File: config.mk
export PLATFORM = sky130hd
export DESIGN_NAME = mem_access_ctrl
export DESIGN_NICKNAME = d
export VERILOG_FILES = /design/src/rtl/mem_ctrl_pkg.sv /design/src/rtl/mem_rr_arbiter.sv /design/src/rtl/mem_access_ctrl.sv
export SDC_FILE = /design/constraint.sdc
export NUM_CORES = 1
export LEC_CHECK = 0
export ABC_AREA = 0
export BUFFER_PORTS_ARGS = -buffer_cell sky130_fd_sc_hd__buf_4
export CAP_MARGIN = 20
export CORE_MARGIN = 2
export CORE_UTILIZATION = 50
export CTS_BUF_LIST = sky130_fd_sc_hd__clkbuf_16
export CTS_CLUSTER_DIAMETER = 100
export DETAILED_ROUTE_END_ITERATION = 10
export PLACE_DENSITY_LB_ADDON = 0.25
export SLEW_MARGIN = 40
export SYNTH_ARGS = -nofsm -noshare
export SYNTH_HDL_FRONTEND = slang
export SYNTH_SLANG_ARGS = --single-unit
File: constraint.sdc
create_clock -name clk -period 2.8 [get_ports clk]
set_input_delay 0.42 -clock clk [delete_from_list [all_inputs] [get_ports clk]]
set_output_delay 0.42 -clock clk [all_outputs]
set_load 0.02 [all_outputs]
File: src/rtl/mem_ctrl_pkg.sv
// Shared types, constants and lane helpers for the data-memory access controller.
// Lane k of a 32-bit little-endian word occupies bits 8k+7:8k.
package mem_ctrl_pkg;

    localparam int DATA_LENGTH = 32;
    localparam int BYTE_LENGTH = 8;

    localparam logic [1:0] SZ_BYTE = 2'b00;
    localparam logic [1:0] SZ_HALF = 2'b01;
    localparam logic [1:0] SZ_WORD = 2'b10;

    typedef enum logic [1:0] {
        IDLE   = 2'b00,
        ACCESS = 2'b01,
        WRITE  = 2'b10,
        RESP   = 2'b11
    } state_t;

    // Illegal size or an address not aligned to the access size.
    function automatic logic req_error(input logic [1:0] size, input logic [1:0] offset);
        logic err;
        case (size)
            SZ_BYTE: err = 1'b0;
            SZ_HALF: err = offset[0];
            SZ_WORD: err = (offset != 2'b00);
            default: err = 1'b1;
        endcase
        return err;
    endfunction

    function automatic logic [DATA_LENGTH-1:0] merge_lanes(
        input logic [DATA_LENGTH-1:0] word,
        input logic [DATA_LENGTH-1:0] wdata,
        input logic [1:0]             size,
        input logic [1:0]             offset
    );
        logic [DATA_LENGTH-1:0] merged;
        merged = word;
        case (size)
            SZ_BYTE: merged[{offset, 3'b000} +: BYTE_LENGTH]     = wdata[BYTE_LENGTH-1:0];
            SZ_HALF: merged[{offset[1], 4'b0000} +: 2*BYTE_LENGTH] = wdata[2*BYTE_LENGTH-1:0];
            default: merged = wdata;
        endcase
        return merged;
    endfunction

    function automatic logic [DATA_LENGTH-1:0] load_extend(
        input logic [DATA_LENGTH-1:0] word,
        input logic [1:0]             size,
        input logic [1:0]             offset,
        input logic                   is_unsigned
    );
        logic [BYTE_LENGTH-1:0]   b;
        logic [2*BYTE_LENGTH-1:0] h;
        logic [DATA_LENGTH-1:0]   res;
        b = word[{offset, 3'b000} +: BYTE_LENGTH];
        h = word[{offset[1], 4'b0000} +: 2*BYTE_LENGTH];
        case (size)
            SZ_BYTE: res = is_unsigned ? {{(DATA_LENGTH-BYTE_LENGTH){1'b0}}, b}
                                       : {{(DATA_LENGTH-BYTE_LENGTH){b[BYTE_LENGTH-1]}}, b};
            SZ_HALF: res = is_unsigned ? {{(DATA_LENGTH-2*BYTE_LENGTH){1'b0}}, h}
                                       : {{(DATA_LENGTH-2*BYTE_LENGTH){h[2*BYTE_LENGTH-1]}}, h};
            default: res = word;
        endcase
        return res;
    endfunction

endpackage

File: src/rtl/mem_rr_arbiter.sv
// Two-way round-robin arbiter (bit 0 = cpu, bit 1 = dbg). Any grant is an accept,
// because the granted port's ready is the grant itself.
module mem_rr_arbiter (
    input  logic       clk,
    input  logic       rst_n,
    input  logic [1:0] valid,
    input  logic       enable,
    output logic [1:0] grant
);

    // 0 = cpu won last, 1 = dbg won last; reset to dbg so cpu wins the first tie.
    logic last_grant_reg;

    always_comb begin
        grant = 2'b00;
        if (enable) begin
            case (valid)
                2'b01:   grant = 2'b01;
                2'b10:   grant = 2'b10;
                2'b11:   grant = last_grant_reg ? 2'b01 : 2'b10;
                default: grant = 2'b00;
            endcase
        end
    end

    always_ff @(posedge clk or negedge rst_n) begin
        if (!rst_n) begin
            last_grant_reg <= 1'b1;
        end else if (|grant) begin
            last_grant_reg <= grant[1];
        end
    end

endmodule

File: src/rtl/mem_access_ctrl.sv
// Shares a word-wide, byte-addressed data memory between the cpu and dbg ports;
// sub-word stores are done as read-modify-write, sub-word loads are extended.
module mem_access_ctrl #(
    parameter int N           = 8,
    parameter int DATA_LENGTH = 32
) (
    input  logic                   clk,
    input  logic                   rst_n,

    input  logic                   cpu_req_valid,
    output logic                   cpu_req_ready,
    input  logic                   cpu_req_we,
    input  logic [1:0]             cpu_req_size,
    input  logic                   cpu_req_unsigned,
    input  logic [N-1:0]           cpu_req_addr,
    input  logic [DATA_LENGTH-1:0] cpu_req_wdata,
    output logic                   cpu_rsp_valid,
    output logic [DATA_LENGTH-1:0] cpu_rsp_rdata,
    output logic                   cpu_rsp_err,

    input  logic                   dbg_req_valid,
    output logic                   dbg_req_ready,
    input  logic                   dbg_req_we,
    input  logic [1:0]             dbg_req_size,
    input  logic                   dbg_req_unsigned,
    input  logic [N-1:0]           dbg_req_addr,
    input  logic [DATA_LENGTH-1:0] dbg_req_wdata,
    output logic                   dbg_rsp_valid,
    output logic [DATA_LENGTH-1:0] dbg_rsp_rdata,
    output logic                   dbg_rsp_err,

    output logic                   mem_wr_en,
    output logic [N-1:0]           mem_w_addr,
    output logic [N-1:0]           mem_r_addr,
    output logic [DATA_LENGTH-1:0] mem_w_data,
    input  logic [DATA_LENGTH-1:0] mem_r_data
);

    import mem_ctrl_pkg::*;

    state_t                 state_reg, state_next;
    logic                   port_reg;       // 0 = cpu, 1 = dbg
    logic                   we_reg;
    logic [1:0]             size_reg;
    logic                   uns_reg;
    logic [N-1:0]           addr_reg;
    logic [DATA_LENGTH-1:0] wdata_reg;
    logic                   err_reg;
    logic [DATA_LENGTH-1:0] rdata_reg;
    logic [DATA_LENGTH-1:0] merged_reg;

    logic [1:0]             grant;
    logic                   sel_we;
    logic [1:0]             sel_size;
    logic                   sel_uns;
    logic [N-1:0]           sel_addr;
    logic [DATA_LENGTH-1:0] sel_wdata;
    logic                   sel_err;
    logic [N-1:0]           aligned_addr;
    logic                   word_store;

    mem_rr_arbiter u_arb (
        .clk    (clk),
        .rst_n  (rst_n),
        .valid  ({dbg_req_valid, cpu_req_valid}),
        .enable (state_reg == IDLE),
        .grant  (grant)
    );

    assign cpu_req_ready = grant[0];
    assign dbg_req_ready = grant[1];

    always_comb begin
        sel_we    = grant[1] ? dbg_req_we       : cpu_req_we;
        sel_size  = grant[1] ? dbg_req_size     : cpu_req_size;
        sel_uns   = grant[1] ? dbg_req_unsigned : cpu_req_unsigned;
        sel_addr  = grant[1] ? dbg_req_addr     : cpu_req_addr;
        sel_wdata = grant[1] ? dbg_req_wdata    : cpu_req_wdata;
        sel_err   = req_error(sel_size, sel_addr[1:0]);
    end

    assign aligned_addr = {addr_reg[N-1:2], 2'b00};
    assign word_store   = we_reg && (size_reg == SZ_WORD);

    always_comb begin
        state_next = state_reg;
        case (state_reg)
            IDLE:    if (|grant) state_next = sel_err ? RESP : ACCESS;
            ACCESS:  state_next = (we_reg && !word_store) ? WRITE : RESP;
            WRITE:   state_next = RESP;
            RESP:    state_next = IDLE;
            default: state_next = IDLE;
        endcase
    end

    // Memory side is decoded from state only, so reset drops mem_wr_en at once.
    always_comb begin
        mem_wr_en  = 1'b0;
        mem_w_addr = '0;
        mem_r_addr = '0;
        mem_w_data = '0;
        case (state_reg)
            ACCESS: begin
                mem_r_addr = aligned_addr;
                if (word_store) begin
                    mem_wr_en  = 1'b1;
                    mem_w_addr = aligned_addr;
                    mem_w_data = wdata_reg;
                end
            end
            WRITE: begin
                mem_wr_en  = 1'b1;
                mem_w_addr = aligned_addr;
                mem_w_data = merged_reg;
            end
            default: ;
        endcase
    end

    assign cpu_rsp_valid = (state_reg == RESP) && !port_reg;
    assign dbg_rsp_valid = (state_reg == RESP) &&  port_reg;
    assign cpu_rsp_rdata = cpu_rsp_valid ? rdata_reg : '0;
    assign dbg_rsp_rdata = dbg_rsp_valid ? rdata_reg : '0;
    assign cpu_rsp_err   = cpu_rsp_valid & err_reg;
    assign dbg_rsp_err   = dbg_rsp_valid & err_reg;

    always_ff @(posedge clk or negedge rst_n) begin
        if (!rst_n) begin
            state_reg  <= IDLE;
            port_reg   <= 1'b0;
            we_reg     <= 1'b0;
            size_reg   <= 2'b00;
            uns_reg    <= 1'b0;
            addr_reg   <= '0;
            wdata_reg  <= '0;
            err_reg    <= 1'b0;
            rdata_reg  <= '0;
            merged_reg <= '0;
        end else begin
            state_reg <= state_next;
            if (state_reg == IDLE && (|grant)) begin
                port_reg  <= grant[1];
                we_reg    <= sel_we;
                size_reg  <= sel_size;
                uns_reg   <= sel_uns;
                addr_reg  <= sel_addr;
                wdata_reg <= sel_wdata;
                err_reg   <= sel_err;
                rdata_reg <= '0;
            end else if (state_reg == ACCESS) begin
                if (!we_reg) begin
                    rdata_reg <= load_extend(mem_r_data, size_reg, addr_reg[1:0], uns_reg);
                end else if (!word_store) begin
                    merged_reg <= merge_lanes(mem_r_data, wdata_reg, size_reg, addr_reg[1:0]);
                end
            end
        end
    end

endmodule
==> run summary, run 1 <==
Status: completed
Max_slew headroom: 55.0%
Routed length per instance: 19.1 microns
Crit path to: mem_w_data[26]
Yosys cell types: 50
RSZ-0062 raised after global routing: no
Crit path arrival time: 2180 ps
Area delta synth->final: 36.5%
Vias in the first global route: 6807
# DRC: 0
Mapped Area: 7100 sq um
Max FO, Critical Path: 29
Global Route Usage Sum: 30.7%
Nets: 1161
Mapped Cells: 815
EDFF count, synth: 0
Final setup viols: 0
Worst setup EP type: output pin
Period minus WS final: 2600 ps
Clock skew: 6.29 ps
Tot Pwr: 0.0113 W
RD Place Congestion: 0.942
Die span in x: 123 microns
Synthesized area per cell: 8.71 sq um
Setup TNS: 0 ps
CTS tree: yes
DRT antenna net count: 0
Inserted Clock Buffers: 17
Max Freq: 385 MHz
Initial antenna violation count: 0
Worst EP required: 2380 ps
Via-per-instance ratio: 6.00
Effective utilization at floorplan: 51.2%
N_diodes: 0
Critical path type: reg2out
Post-synthesis sequential area ratio: 39.8%
YS warnings: 0
Fin. Hold Viols: 0
Clk buf depth: 2
Vias post-DR: 7323
Row count: 43
Final hold slack: 222 ps
Placed inst area: 9030 sq um
First-pass iteration count of the detailed router: 5
MaxCap Viol Count: 0
Post-Route WL: 23200 microns
Power Density: 1170 nW/um^2
Post-route cell area: 9690 sq um
Postcts setup bufs: 0
Worst r2r path cells: 7
Clock sinks: 113
Post-synthesis async set-or-reset flop share: 100%
Slew of the pin with the lowest slew margin: 675 ps
I/O Buffers: 238
Startpoint Class: flop
Top FF cell, synth: dfrtp_1
Fraction of final layout cells sized beyond drive strength 1: 30.1%
Iteration-0 DRC Markers: 625
Leak Pwr: 4.58 nW
Crit. Startpoint: state_reg[1]$_DFFE_PN0P_
Core Region: 13900 sq um
Worst R2R Setup Slack: 660 ps
Clock transition at the registers of the reported paths: 50 ps
Clock root buffer: clkbuf_16
Largest net degree at the start of global routing: 65
VDD IR max: 0.000718 V
DIE AREA: 15200 sq um
Reg2reg start: state_reg[0]$_DFFE_PN0P_
IO Count: 243
Hpwl dp: 17000 microns
HP Start: cpu_req_valid
Fin. max-slew vios: 0
H-tree levels: 4
Die Span Y: 123 microns
Clock latency on the worst-skew pair: 410 ps
Tcrit/Tclk final: 92.7%
Global-route wire length before repair: 36000 microns
Min-Delay Path Class: in2reg
Reg-to-reg endpoint: rdata_reg[1]$_DFFE_PN0P_
Yosys reg bits: 113
Grt total ovfl: 0
## metrics by stage
stage	setup WS [ps]	util [%]	std cells
floorplan	716	-	818
global placement	354	64.9	1186
detailed placement	420	65.1	1187
CTS	95.5	69.6	1220
global route	70.4	69.8	1220
finish	204	69.8	1220
## per-layer routing
metal	global-route usage (%)	vias to the layer above	wire (microns)
met4	13.8	0	860
met2	47.8	335	10900
met3	7.93	59	1940
met5	0	-	0
li1	-	3396	-
met1	40.2	3533	9520
## power breakdown
group / internal [W] / switching (W)
Sequential: 0.00238 / 0.000799
Clock: 0.00155 / 0.000732
Combinational: 0.00245 / 0.00339
Total: 0.00639 / 0.00492
## how the worst min path moves through the flow
stage	endpoint	slack [ps]	depth (start not counted)
after floorplan	addr_reg[0]$_DFFE_PN0P_	120	0
after global placement	err_reg$_DFFE_PN0P_	400	1
after detailed placement	err_reg$_DFFE_PN0P_	400	1
after CTS	u_arb.last_grant_reg$_DFFE_PN1P_	210	2
after global routing	u_arb.last_grant_reg$_DFFE_PN1P_	220	2
final	u_arb.last_grant_reg$_DFFE_PN1P_	220	2
## kinds of logic after synthesis
kind of cell,Yosys count,synth area share [%]
DFF,113,39.8
other,1,0.0528
buffers and inverters,90,5.62
adders and majority gates,10,1.76
and+or+nand+nor,324,22.9
muxes,30,4.33
AOI/OAI and AO/OA,247,25.5
## cell type report
type	count	area, sq um
multi-input cells	615	3940
well taps	180	225
clock buffers	17	425
repair buffers	266	2020
fillers	1151	4190
inverters	14	52.6
flip-flops and latches	113	2830
clock inverters	15	198
## critical path: stages, from the launching register on
cell and delay, ps:
dfrtp_1 410, inv_1 160, ha_4 210, nand2_1 130
nor2_4 180, buf_12 200, a22oi_1 90, nor2b_1 190
buf_4 170
## layout by cell type (no fill, tap or decap), types with 2 or more instances in the layout
| cell type | n |
|---|---|
| clkinv_1 | 4 |
| o21ai_1 | 2 |
| and3_1 | 33 |
| nor2b_1 | 37 |
| nor4b_1 | 6 |
| buf_4 | 262 |
| nor3_2 | 2 |
| o221ai_1 | 7 |
| nand2_1 | 35 |
| inv_1 | 14 |
| bufinv_16 | 5 |
| nor4bb_1 | 2 |
| a221oi_1 | 22 |
| buf_12 | 2 |
| a221o_1 | 16 |
| conb_1 | 4 |
| nand3b_1 | 3 |
| a22o_1 | 18 |
| mux2i_1 | 27 |
| o22ai_1 | 42 |
| o21ai_0 | 16 |
| o21a_1 | 5 |
| nor2_1 | 138 |
| clkbuf_16 | 17 |
| a21oi_1 | 46 |
| dfrtp_1 | 111 |
| and2b_1 | 2 |
| nor2_2 | 3 |
| a31oi_1 | 3 |
| mux2_2 | 2 |
| a32o_1 | 14 |
| clkinv_2 | 5 |
| a22oi_1 | 47 |
| ha_1 | 9 |
| nand2b_1 | 9 |
| and2_1 | 47 |
| nor4_1 | 2 |
## synthesized netlist by cell type (6+ instances only)
cell	n	area [sq um]
nand2b_1	9	56.3
a32o_1	14	140
and3_1	33	206
nor4b_1	6	52.6
inv_1	13	48.8
buf_4	6	45.0
a22o_1	18	158
clkbuf_1	42	158
nor2b_1	37	231
a221oi_1	22	193
o22ai_1	42	263
nor2_1	142	533
a221o_1	16	160
o21ai_0	16	80.1
ha_1	10	125
o221ai_1	7	61.3
a22oi_1	47	353
mux2i_1	27	270
a21oi_1	46	230
dfrtp_1	112	2800
and2_1	47	294
nand2_1	35	131
buf_2	25	125
## timing repair
item,4_1_cts,5_1_grt
endpoints found under the setup margin,2,27
hold endpoints to repair,31,0
gates resized for setup,1,2
cloned,0,0
hold buffers,1,0
pin swaps,0,0
(Power assumes the default switching activity.)
==> run 2, diff against run 1 <==
--- a/config.mk
+++ b/config.mk
@@ -10,7 +10,6 @@
 export CAP_MARGIN = 20
 export CORE_MARGIN = 2
 export CORE_UTILIZATION = 50
-export CTS_BUF_LIST = sky130_fd_sc_hd__clkbuf_16
 export CTS_CLUSTER_DIAMETER = 100
 export DETAILED_ROUTE_END_ITERATION = 10
 export PLACE_DENSITY_LB_ADDON = 0.25
==> run summary, run 2 (synthesis results as in run 1) <==
Final setup margin: 209 ps
Power Density: 1170 nW/um^2
MaxCap Viol Count: 0
Slew of the pin with the lowest slew margin: 671 ps
Final setup viols: 0
CTS tree: yes
Placed Cells: 1187
Global-route wire length before repair: 36100 microns
Fin. Hold Viols: 0
Largest net degree at the start of global routing: 65
Max_slew headroom: 55.3%
Most frequent cells in the layout: buf_4 (262), nor2_1 (138), dfrtp_1 (111)
Clk buf depth: 2
Routed length per instance: 19.2 microns
Iteration-0 DRC Markers: 587
Max Freq: 386 MHz
Row count: 43
Leak Pwr: 4.59 nW
Status: completed
Hpwl dp: 17000 microns
Max FO, Critical Path: 29
RD Place Congestion: 0.942
Post-Route WL: 23400 microns
Clock root buffer: clkbuf_16
Postcts setup bufs: 0
Critical path type: reg2out
N_diodes: 0
Core Region: 13900 sq um
IO Count: 243
Multi-input logic area: 3940 sq um
Crit path arrival time: 2170 ps
VDD IR max: 0.000719 V
Min-Delay Path Class: in2reg
Period minus WS final: 2590 ps
Register area: 2830 sq um
Vias in the first global route: 6825
I/O Buffers: 238
Fin. max-slew vios: 0
Die Span Y: 123 microns
Tcrit/Tclk final: 92.5%
Clock skew: 5.58 ps
DRT antenna net count: 0
Worst setup EP type: output pin
RSZ-0062 raised after global routing: no
Effective utilization at floorplan: 51.2%
Commonest non-fill, non-tap cell in the layout: buf_4
Area delta synth->final: 36.9%
# DRC: 0
First-pass iteration count of the detailed router: 5
Clock sinks: 113
Clock transition at the registers of the reported paths: 50 ps
Fraction of final layout cells sized beyond drive strength 1: 30.4%
DIE AREA: 15200 sq um
H-tree levels: 4
Final std cells w/o fill: 1220
Clock latency on the worst-skew pair: 420 ps
Worst EP required: 2380 ps
Fill count: 1148
Inserted Clock Buffers: 17
Startpoint Class: flop
Die span in x: 123 microns
Setup TNS: 0 ps
Initial antenna violation count: 0
Vias post-DR: 7333
Nets: 1161
Global Route Usage Sum: 30.8%
Via-per-instance ratio: 6.01
Grt total ovfl: 0
Pre-CTS WS: 420 ps
run 2: cell types whose count changed in the layout (fill, tap and decap cells not counted):
cell and change:
inv_1 -1, clkinv_1 -3, clkbuf_8 +3, clkbuf_1 +1
run 2: layout make-up:
cell class	instances	share of cell area, %
multi-input combinational	615	40.5
sequential	113	29.1
timing repair buffer	266	20.8
clock buffer	21	4.84
tap	180	2.32
clock inverter	11	1.88
inverter	14	0.541
run 2: final timing paths:
kind	startpoint	endpoint	slack [ps]	depth (start not counted)
min	cpu_req_valid	u_arb.last_grant_reg$_DFFE_PN1P_	220	2
max in group asynchronous	rst_n	addr_reg[1]$_DFFE_PN0P_	1570	3
min reg2reg	rdata_reg[13]$_DFFE_PN0P_	rdata_reg[13]$_DFFE_PN0P_	510	1
max	size_reg[0]$_DFFE_PN0P_	mem_w_data[26]	210	6
max reg2reg	state_reg[0]$_DFFE_PN0P_	rdata_reg[26]$_DFFE_PN0P_	650	6
min in group asynchronous	rst_n	err_reg$_DFFE_PN0P_	500	2
run 2: metal layers:
metal / track usage [%] / share of wire [%] / vias up
met1: 40.3 / 41 / 3517
li1: - / - / 3400
met4: 14.0 / 3.8 / 0
met5: 0 / 0 / -
met2: 47.9 / 47 / 356
met3: 7.93 / 8.5 / 60
run 2: stage by stage:
stage	util (%)	hold slack (ps)	area (sq um)	power [W]
global route	70.0	223	9720	0.0122
floorplan	-	124	7110	0.00699
detailed placement	65.1	400	9030	0.00890
finish	70.0	220	9720	0.0114
global placement	64.9	402	9010	0.00876
CTS	69.8	204	9700	0.0113
run 2: repair_timing:
item	in CTS	in global routing
resized for setup	1	2
setup endpoints to repair	2	27
endpoints found under the hold margin	31	0
hold buffers	1	0
run 2: worst max-delay path: stages (launching register included):
cell      delay [ps]
dfrtp_1          570
nand2b_1         320
nor2_4           210
buf_12           200
a22oi_1           90
nor2b_1          180
buf_4            170
run 2: power by group:
part | internal [W] | switching (W) | total [W]
clock | 0.00164 | 0.000746 | 0.00239
sequential | 0.00238 | 0.000803 | 0.00318
combinational | 0.00245 | 0.00339 | 0.00584
total | 0.00647 | 0.00494 | 0.0114
==> run 3, diff against run 2 <==
--- a/config.mk
+++ b/config.mk
@@ -9,7 +9,7 @@
 export BUFFER_PORTS_ARGS = -buffer_cell sky130_fd_sc_hd__buf_4
 export CAP_MARGIN = 20
 export CORE_MARGIN = 2
-export CORE_UTILIZATION = 50
+export CORE_UTILIZATION = 55
 export CTS_CLUSTER_DIAMETER = 100
 export DETAILED_ROUTE_END_ITERATION = 10
 export PLACE_DENSITY_LB_ADDON = 0.25
==> run summary, run 3 (synthesis results as in run 1) <==
HP Start: cpu_req_valid
Min-Delay Path Class: in2reg
Max_slew headroom: 43.9%
Worst r2r path cells: 5
Inserted Clock Buffers: 17
Effective utilization at floorplan: 56.3%
VDD IR max: 0.00104 V
RD Place Congestion: 0.947
Reg-to-reg endpoint: merged_reg[30]$_DFFE_PN0P_
Critical path type: reg2out
Die Span Y: 118 microns
H-tree levels: 4
Setup TNS: 0 ps
Worst hold stages: 2
Period minus WS final: 2630 ps
Die span in x: 118 microns
First-pass iteration count of the detailed router: 6
Worst EP required: 2380 ps
Vias post-DR: 7412
Via-per-instance ratio: 6.15
Area delta synth->final: 35.3%
MaxCap Viol Count: 0
Clock transition at the registers of the reported paths: 50 ps
Clock skew: 7.31 ps
Global-route wire length before repair: 37400 microns
Max FO, Critical Path: 32
Tcrit/Tclk final: 94.0%
Iteration-0 DRC Markers: 790
Largest net degree at the start of global routing: 78
Leak Pwr: 4.54 nW
Hpwl dp: 16600 microns
Placed inst area: 8970 sq um
Row count: 41
Hold endpoint: u_arb.last_grant_reg$_DFFE_PN1P_
Slew of the pin with the lowest slew margin: 840 ps
Crit path arrival time: 2210 ps
Worst setup EP type: output pin
Max Freq: 380 MHz
Post-Route WL: 23500 microns
Power Density: 1170 nW/um^2
Core Region: 12600 sq um
Status: completed
N_diodes: 0
Initial antenna violation count: 0
CTS tree: yes
Clock root buffer: clkbuf_16
Startpoint Class: flop
Postcts setup bufs: 0
Final setup viols: 0
Global Route Usage Sum: 33.7%
Clk buf depth: 2
DRT antenna net count: 0
Clock latency on the worst-skew pair: 420 ps
RSZ-0062 raised after global routing: no
Pre-CTS WS: 380 ps
Fin. Hold Viols: 0
Post-route cell area: 9610 sq um
I/O Buffers: 238
DIE AREA: 13800 sq um
Most frequent cells in the layout: buf_4 (259), nor2_1 (138), dfrtp_1 (111)
Fin. max-slew vios: 0
Nets: 1157
Grt total ovfl: 0
Reg2reg start: size_reg[1]$_DFFE_PN0P_
IO Count: 243
Commonest non-fill, non-tap cell in the layout: buf_4
Routed length per instance: 19.5 microns
Final setup margin: 168 ps
Fraction of final layout cells sized beyond drive strength 1: 30.0%
# DRC: 0
Vias in the first global route: 6964
Worst R2R Setup Slack: 470 ps
Clock sinks: 113
-- run 3: changes by cell type in the layout (fill, tap and decap cells not counted) --
| cell | before | now |
|---|---|---|
| buf_12 | 2 | 1 |
| buf_2 | 1 | 0 |
| buf_4 | 262 | 259 |
| buf_8 | 0 | 1 |
| bufinv_16 | 5 | 3 |
| clkbuf_1 | 1 | 0 |
| clkinv_2 | 5 | 4 |
| clkinv_4 | 0 | 2 |
| nor2_2 | 3 | 4 |
| nor2_4 | 1 | 0 |
| nor4bb_1 | 2 | 3 |
| nor4bb_4 | 1 | 0 |
-- run 3: repair_timing --
| item | in CTS | in global routing |
|---|---|---|
| endpoints found under the hold margin | 35 | 0 |
| gates resized for setup | 1 | 3 |
| endpoints found under the setup margin | 10 | 35 |
| hold buffers | 1 | 0 |
-- run 3: power by group --
| group | internal (W) | switching [W] | total [W] |
|---|---|---|---|
| clock | 0.00145 | 0.000770 | 0.00222 |
| combinational | 0.00240 | 0.00334 | 0.00574 |
| sequential | 0.00238 | 0.000912 | 0.00329 |
-- run 3: worst max path at each step --
stage	depth (start not counted)	to	start	slack (ps)
floorplan	7	mem_w_data[10]	state_reg[1]$_DFFE_PN0P_	720
global placement	8	mem_w_data[7]	state_reg[1]$_DFFE_PN0P_	510
detailed placement	6	rdata_reg[16]$_DFFE_PN0P_	state_reg[1]$_DFFE_PN0P_	380
CTS	8	mem_w_data[14]	state_reg[1]$_DFFE_PN0P_	5
global route	8	mem_w_data[8]	state_reg[1]$_DFFE_PN0P_	10
finish	8	mem_w_data[14]	state_reg[1]$_DFFE_PN0P_	170
-- run 3: through the flow --
stage               power [W]  std cells  utilization, %  hold WS [ps]
floorplan             0.00699        818               -           124
finish                 0.0113       1206            76.1           196
global route           0.0119       1206            76.1           208
global placement      0.00869       1174            71.0           411
detailed placement    0.00885       1174            71.0           412
CTS                    0.0111       1205            75.9           189
-- run 3: final cells by class --
type                            instances  area [sq um]
Sequential cell                       113          2830
Multi-Input combinational cell        615          3920
Clock inverter                         10           135
Fill cell                             967          3010
Clock buffer                           20           467
Inverter                               14          52.6
Timing Repair Buffer                  262          1990
Tap cell                              172           215
-- run 3: worst max-delay path, cell delays in order (launching register included) --
cell and delay, ps:
dfrtp_1 420, inv_1 180, ha_4 210, nand2_1 100
nor2_2 170, buf_8 240, a22oi_1 130, nor2b_1 160
buf_4 160
-- run 3: metal layers --
metal / up-vias / track usage [%] / wire [microns]
met5: - / 0 / 0
met4: 0 / 13.3 / 656
met3: 66 / 8.53 / 2220
met2: 461 / 53.4 / 11200
met1: 3502 / 44.4 / 9390
li1: 3383 / - / -
